$ cat config.mk
export PLATFORM = sky130hd
export DESIGN_NAME = bp_be_pipe_sys_ctrl
export DESIGN_NICKNAME = d
export VERILOG_FILES = /design/src/rtl/bp_be_pipe_sys_ctrl.sv
export SDC_FILE = /design/constraint.sdc
export NUM_CORES = 1
export LEC_CHECK = 0
export CORE_AREA = 2 2 188 190
export DETAILED_ROUTE_END_ITERATION = 10
export DIE_AREA = 0 0 190 192
export GPL_TIMING_DRIVEN = 1
export PLACE_DENSITY = 0.63
export SYNTH_ARGS = -nofsm -noshare
export SYNTH_HDL_FRONTEND = slang
export SYNTH_SLANG_ARGS = --single-unit
$ cat constraint.sdc
create_clock -name clk_i -period 3.26 [get_ports clk_i]
set_clock_uncertainty 0.05 [all_clocks]
set_input_delay 0.489 -clock clk_i [delete_from_list [all_inputs] [get_ports clk_i]]
set_output_delay 0.489 -clock clk_i [all_outputs]
set_load 0.1 [all_outputs]
$ cat src/rtl/bp_be_pipe_sys_ctrl.sv
// System-pipe controller: delays system/CSR metadata to commit, runs the PTW request FSM
// and gates interrupts. Define BP_BE_PIPE_SYS_PERF_EN to add PTW request/wait counters.
module bp_be_pipe_sys_ctrl #(
  parameter int vaddr_width_p   = 39,
  parameter int instr_width_p   = 32,
  parameter int csr_cmd_width_p = 80,
  parameter int stages_p        = 2
) (
  input  logic                       clk_i,
  input  logic                       reset_n_i,
  input  logic                       sys_v_i,
  input  logic                       poison_i,
  input  logic                       store_i,
  input  logic                       csr_v_i,
  input  logic [csr_cmd_width_p-1:0] csr_cmd_i,
  input  logic [vaddr_width_p-1:0]   pc_i,
  input  logic [vaddr_width_p-1:0]   vaddr_i,
  input  logic [instr_width_p-1:0]   instr_i,
  input  logic                       flush_i,
  input  logic                       commit_v_i,
  input  logic                       itlb_miss_i,
  input  logic                       dtlb_miss_i,
  output logic                       ptw_req_v_o,
  input  logic                       ptw_req_ready_i,
  output logic [1:0]                 ptw_req_type_o,
  output logic [vaddr_width_p-1:0]   ptw_req_vaddr_o,
  output logic [vaddr_width_p-1:0]   ptw_req_pc_o,
  input  logic                       ptw_fill_v_i,
  input  logic                       ptw_fault_i,
  output logic                       page_fault_v_o,
  output logic [1:0]                 page_fault_type_o,
  output logic [vaddr_width_p-1:0]   exc_pc_o,
  output logic [vaddr_width_p-1:0]   exc_vaddr_o,
  output logic [instr_width_p-1:0]   exc_instr_o,
  output logic                       csr_cmd_v_o,
  output logic [csr_cmd_width_p-1:0] csr_cmd_o,
  output logic                       sys_v_o,
  input  logic                       interrupt_ready_i,
  input  logic                       mem_ready_i,
  input  logic                       long_ready_i,
  output logic                       interrupt_v_o,
  output logic                       ready_o
`ifdef BP_BE_PIPE_SYS_PERF_EN
  ,
  output logic [31:0]                ptw_req_count_o,
  output logic [31:0]                ptw_wait_cycles_o
`endif
);

  localparam int LAST = stages_p - 1;

  typedef enum logic [1:0] {S_IDLE, S_REQ, S_WAIT} state_e;

  logic [stages_p-1:0]                      sys_v_q, sys_v_d, csr_v_q, csr_v_d, store_q, store_d;
  logic [stages_p-1:0][vaddr_width_p-1:0]   pc_q, pc_d, va_q, va_d;
  logic [stages_p-1:0][instr_width_p-1:0]   instr_q, instr_d;
  logic [stages_p-1:0][csr_cmd_width_p-1:0] cmd_q, cmd_d;

  state_e                   state_q, state_d;
  logic [1:0]               type_q, type_d;
  logic [vaddr_width_p-1:0] req_va_q, req_va_d, req_pc_q, req_pc_d;
  logic                     miss;

  // A killed instruction also drops its CSR command; flush drops same-cycle dispatch too.
  always_comb begin
    sys_v_d    = '0;
    csr_v_d    = '0;
    store_d    = store_q;
    pc_d       = pc_q;
    va_d       = va_q;
    instr_d    = instr_q;
    cmd_d      = cmd_q;
    sys_v_d[0] = sys_v_i & ~poison_i & ~flush_i;
    csr_v_d[0] = csr_v_i & sys_v_i & ~poison_i & ~flush_i;
    store_d[0] = store_i;
    pc_d[0]    = pc_i;
    va_d[0]    = vaddr_i;
    instr_d[0] = instr_i;
    cmd_d[0]   = csr_cmd_i;
    for (int i = 1; i < stages_p; i++) begin
      sys_v_d[i] = sys_v_q[i-1] & ~flush_i;
      csr_v_d[i] = csr_v_q[i-1] & ~flush_i;
      store_d[i] = store_q[i-1];
      pc_d[i]    = pc_q[i-1];
      va_d[i]    = va_q[i-1];
      instr_d[i] = instr_q[i-1];
      cmd_d[i]   = cmd_q[i-1];
    end
  end

  always_ff @(posedge clk_i or negedge reset_n_i) begin
    if (!reset_n_i) begin
      sys_v_q <= '0;
      csr_v_q <= '0;
      store_q <= '0;
    end else begin
      sys_v_q <= sys_v_d;
      csr_v_q <= csr_v_d;
      store_q <= store_d;
    end
  end

  always_ff @(posedge clk_i) begin
    pc_q    <= pc_d;
    va_q    <= va_d;
    instr_q <= instr_d;
    cmd_q   <= cmd_d;
  end

  assign sys_v_o     = sys_v_q[LAST];
  assign exc_pc_o    = pc_q[LAST];
  assign exc_vaddr_o = va_q[LAST];
  assign exc_instr_o = instr_q[LAST];
  assign csr_cmd_o   = cmd_q[LAST];
  assign csr_cmd_v_o = csr_v_q[LAST] & commit_v_i;

  assign miss = commit_v_i & (itlb_miss_i | dtlb_miss_i);

  always_comb begin
    state_d  = state_q;
    type_d   = type_q;
    req_va_d = req_va_q;
    req_pc_d = req_pc_q;
    case (state_q)
      S_IDLE: if (miss) begin
        state_d  = S_REQ;
        req_pc_d = pc_q[LAST];
        if (itlb_miss_i) begin
          type_d   = 2'b00;
          req_va_d = pc_q[LAST];
        end else begin
          type_d   = store_q[LAST] ? 2'b10 : 2'b01;
          req_va_d = va_q[LAST];
        end
      end
      S_REQ:   if (ptw_req_ready_i) state_d = S_WAIT;
      S_WAIT:  if (ptw_fill_v_i) state_d = S_IDLE;
      default: state_d = S_IDLE;
    endcase
  end

  always_ff @(posedge clk_i or negedge reset_n_i) begin
    if (!reset_n_i) begin
      state_q  <= S_IDLE;
      type_q   <= 2'b00;
      req_va_q <= '0;
      req_pc_q <= '0;
    end else begin
      state_q  <= state_d;
      type_q   <= type_d;
      req_va_q <= req_va_d;
      req_pc_q <= req_pc_d;
    end
  end

  assign ptw_req_v_o       = (state_q == S_REQ);
  assign ptw_req_type_o    = type_q;
  assign ptw_req_vaddr_o   = req_va_q;
  assign ptw_req_pc_o      = req_pc_q;
  assign page_fault_v_o    = (state_q == S_WAIT) & ptw_fill_v_i & ptw_fault_i;
  assign page_fault_type_o = type_q;
  assign ready_o           = (state_q == S_IDLE) & ~interrupt_ready_i;
  assign interrupt_v_o     = interrupt_ready_i & mem_ready_i & long_ready_i & ~commit_v_i
                           & (state_q == S_IDLE);

  // Misses are only legal while idle; ready_o is what keeps them out.
  miss_while_busy: assert property (@(posedge clk_i) disable iff (!reset_n_i)
    !(miss && state_q != S_IDLE));

`ifdef BP_BE_PIPE_SYS_PERF_EN
  logic [31:0] req_cnt_q, req_cnt_d, wait_cnt_q, wait_cnt_d;

  always_comb begin
    req_cnt_d  = req_cnt_q;
    wait_cnt_d = wait_cnt_q;
    if (ptw_req_v_o && ptw_req_ready_i && req_cnt_q != '1) req_cnt_d = req_cnt_q + 32'd1;
    if (state_q != S_IDLE && wait_cnt_q != '1) wait_cnt_d = wait_cnt_q + 32'd1;
  end

  always_ff @(posedge clk_i or negedge reset_n_i) begin
    if (!reset_n_i) begin
      req_cnt_q  <= '0;
      wait_cnt_q <= '0;
    end else begin
      req_cnt_q  <= req_cnt_d;
      wait_cnt_q <= wait_cnt_d;
    end
  end

  assign ptw_req_count_o   = req_cnt_q;
  assign ptw_wait_cycles_o = wait_cnt_q;
`endif

endmodule
==> metrics.md <==
| Metric | Value |
|---|---|
| Status | `finished clean` |
| Largest net degree at the start of global routing | `82` |
| Area Overhead vs Synth | `57.70%` |
| Final worst path period share | `between 80% and 90%` |
| Global-route wire length before repair | `roughly 40,000 um` |
| Filler cell count | `2,853` |
| Post-synthesis sequential area ratio | `between 80% and 90%` |
| Hold Path Class | `register to register` |
| Cells after Synth | `622` |
| Initial antenna violation count | `2` |
| Die ar. | `36,480 um2` |
| Total grt overflow | `0` |
| Critical Path Slowest Stage Cell | `clkdlybuf4s50_1` |
| Final #Nets | `1,350` |
| Site row count | `68` |
| Net Count, Synth | `828` |
| Pleak | `7.653 nW` |
| Via Count | `between 6,000 and 7,000` |
| Hpwl dp | `20,130 um` |
| Core Region | `~34,000 um2` |
| RSZ-0062 raised after global routing | `false` |
| Clk sinks | `approximately 470` |
| YS warnings | `0` |
| Synthesis-stage register bit count | `468` |
| Finish-stage setup viols | `0` |
| Root cell of the clock tree | `clkbuf_16` |
| Max IR drop VDD | `approximately 0.68 mV` |
| Fin crit period | `about 2.6 ns` |
| Commonest non-fill, non-tap cells in the layout | `dfxtp_1, clkdlybuf4s50_1, buf_4, mux2_2, dfrtp_1` |
| Worst EP required | `~2.7 ns` |
| Place WS | `just over 1 ns` |
| DR vias/cell | `between 4 and 5` |
| Post-Syn Area | `approximately 11,000 um2` |
| Initial drt markers | `roughly 130` |
| Power per Cell Area | `between 1000 and 1500 nW/um2` |
| Gr usage total | `14.78%` |
| Ports | `a little under 500` |
| # DRC | `0` |
| Worst skew pair latency | `approximately 0.57 ns` |
| Startpoint type of the worst setup path | `register` |
| Clock Path Buffers | `3` |
| Post-CTS Setup Inserts | `0` |
| Number of global-route vias before repair | `between 6,000 and 7,000` |
| Wire per inst | `roughly 17 um` |
| Synth unique cells | `20` |
| Final GP Congestion | `between 0.7 and 0.8` |
| Share of cells above drive strength 1 | `between 30 and 40%` |
| Worst Setup End Kind | `output port` |
| Fin. max-slew vios | `0` |
| Critical path's top delay family | `buffers and inverters` |
| Post_cts resized | `0` |
| Length of the first detailed-routing pass in iterations | `4` |
| Buf+Inv Stages, Crit Path | `1` |
| Fin util | `roughly 52%` |
| Max stage delay on crit path | `1.15 ns` |
| Relative slew slack | `approximately a third` |
| CP Class | `register to output port` |
| Most common cell after layout, fill and taps aside | `dfxtp_1` |
| Post-route ant nets | `0` |
| Worst slew pin tran | `between 1 and 1.5 ns` |
| Total negative slack | `0 ns` |
| Max-cap violations | `0` |
| CTS tree | `done` |
| Wirelength, routed | `27,410 um` |
| CTS Hold Bufs | `1` |
| Finished Layout Cells | `between 1,500 and 2,000` |
| Final hold vios | `0` |
| Fmax | `around 380 MHz` |
| Die span in x | `between 150 and 200 um` |
| Die height | `approximately 190 um` |
| CTS buffer count | `47` |
| Worst-path maximum fanout | `3` |
| CP Data Arrival Time | `approximately 2.1 ns` |
| Final worst setup slack | `approximately 0.63 ns` |
| H-tree level count | `2` |
| CTS clk-pin slew, worst paths | `roughly 0.060 ns` |
| Crit-path cells | `clkdlybuf4s50_1` |
| Design Power | `about 0.02 W` |
| Initial Util | `around 33%` |
| Port bufs | `~480` |
| Cells after DPL | `1,549` |
| Mean Syn Cell Area | `18.33 um2` |
[area by class of cell]
type / count / area, um2 / share of cell area, %
Inverter: 1 / 3.754 / 0.02087
Tap cell: 455 / 569.3 / 3.166
Antenna cell: 2 / 5.005 / 0.02783
Multi-Input combinational cell: 138 / 1463 / 8.133
Timing Repair Buffer: 488 / 4454 / 24.77
Sequential cell: 468 / 9809 / 54.55
Clock inverter: 19 / 260.3 / 1.447
Clock buffer: 68 / 1419 / 7.890
[flip-flops by register name (all words and copies together), names as in the netlist, 39 cells and up]
signal / flops
cmd_d: 80
csr_cmd_o: 80
exc_pc_o: 39
exc_vaddr_o: 39
pc_d: 39
ptw_req_pc_o: 39
ptw_req_vaddr_o: 39
va_d: 39
[metrics by stage]
stage               hold slack (ns)  area (um2)
finish                       0.2740       17980
global route                 0.2699       17980
global placement             0.2597       16290
CTS                          0.2589       17980
detailed placement           0.2621       16290
floorplan                    0.1434       11400
[path summary, 6_finish.rpt]
kind                                    from  depth (start not counted)                  to  slack (ns)
worst min register to register    cmd_d[114]                          0       csr_cmd_o[34]        0.27
worst min-delay path              cmd_d[114]                          0       csr_cmd_o[34]        0.27
worst max register to register    state_q[0]                          3  ptw_req_vaddr_o[8]        1.56
min in group asynchronous          reset_n_i                          2  ptw_req_vaddr_o[7]        0.37
max in group asynchronous          reset_n_i                          3    ptw_req_pc_o[18]        2.09
worst max-delay path            exc_pc_o[35]                          1        exc_pc_o[35]        0.63
[kinds of logic (layout without fill, tap and decap cells)]
logic type,count (synthesis),count (layout),share of synthesized area (%)
other,0,2,0
buffers and inverters,16,576,1.152
AO/OA/AOI/OAI,3,3,0.1865
multiplexers,119,119,11.75
AND/OR/NAND/NOR,16,16,0.8889
flip-flops,468,468,86.02
[synth_stat cells (all sizes together)]
master	instances	area [um2]
inv	1	3.750
nand2	2	7.510
mux2	119	1340
a21o	1	7.510
o21ai	2	13.76
nor2	2	7.510
nand4b	1	8.760
dfxtp	380	7607
nor3b	1	7.510
nand2b	1	6.260
clkbuf	4	15.01
nor2b	4	25.02
dfrtp	88	2202
buf	11	112.6
nor3	3	26.28
and2	2	12.51
[routing by layer]
layer  track usage, %  vias up  wire, um
met4            6.768        0       804
met1            14.23     3081      9175
li1                 -     3100         -
met3            7.802       50      3431
met2            26.07      331     14000
met5                0        -         0
[power by group]
part	leakage, nW	switching (W)	internal (W)	total (W)
Combinational	2.59	0.00559	0.00156	0.00716
Clock	0.815	0.00220	0.00338	0.00558
Sequential	4.25	0.000354	0.00651	0.00686
Total	7.65	0.00815	0.0115	0.0196
Power figures use the tool's default switching activity.
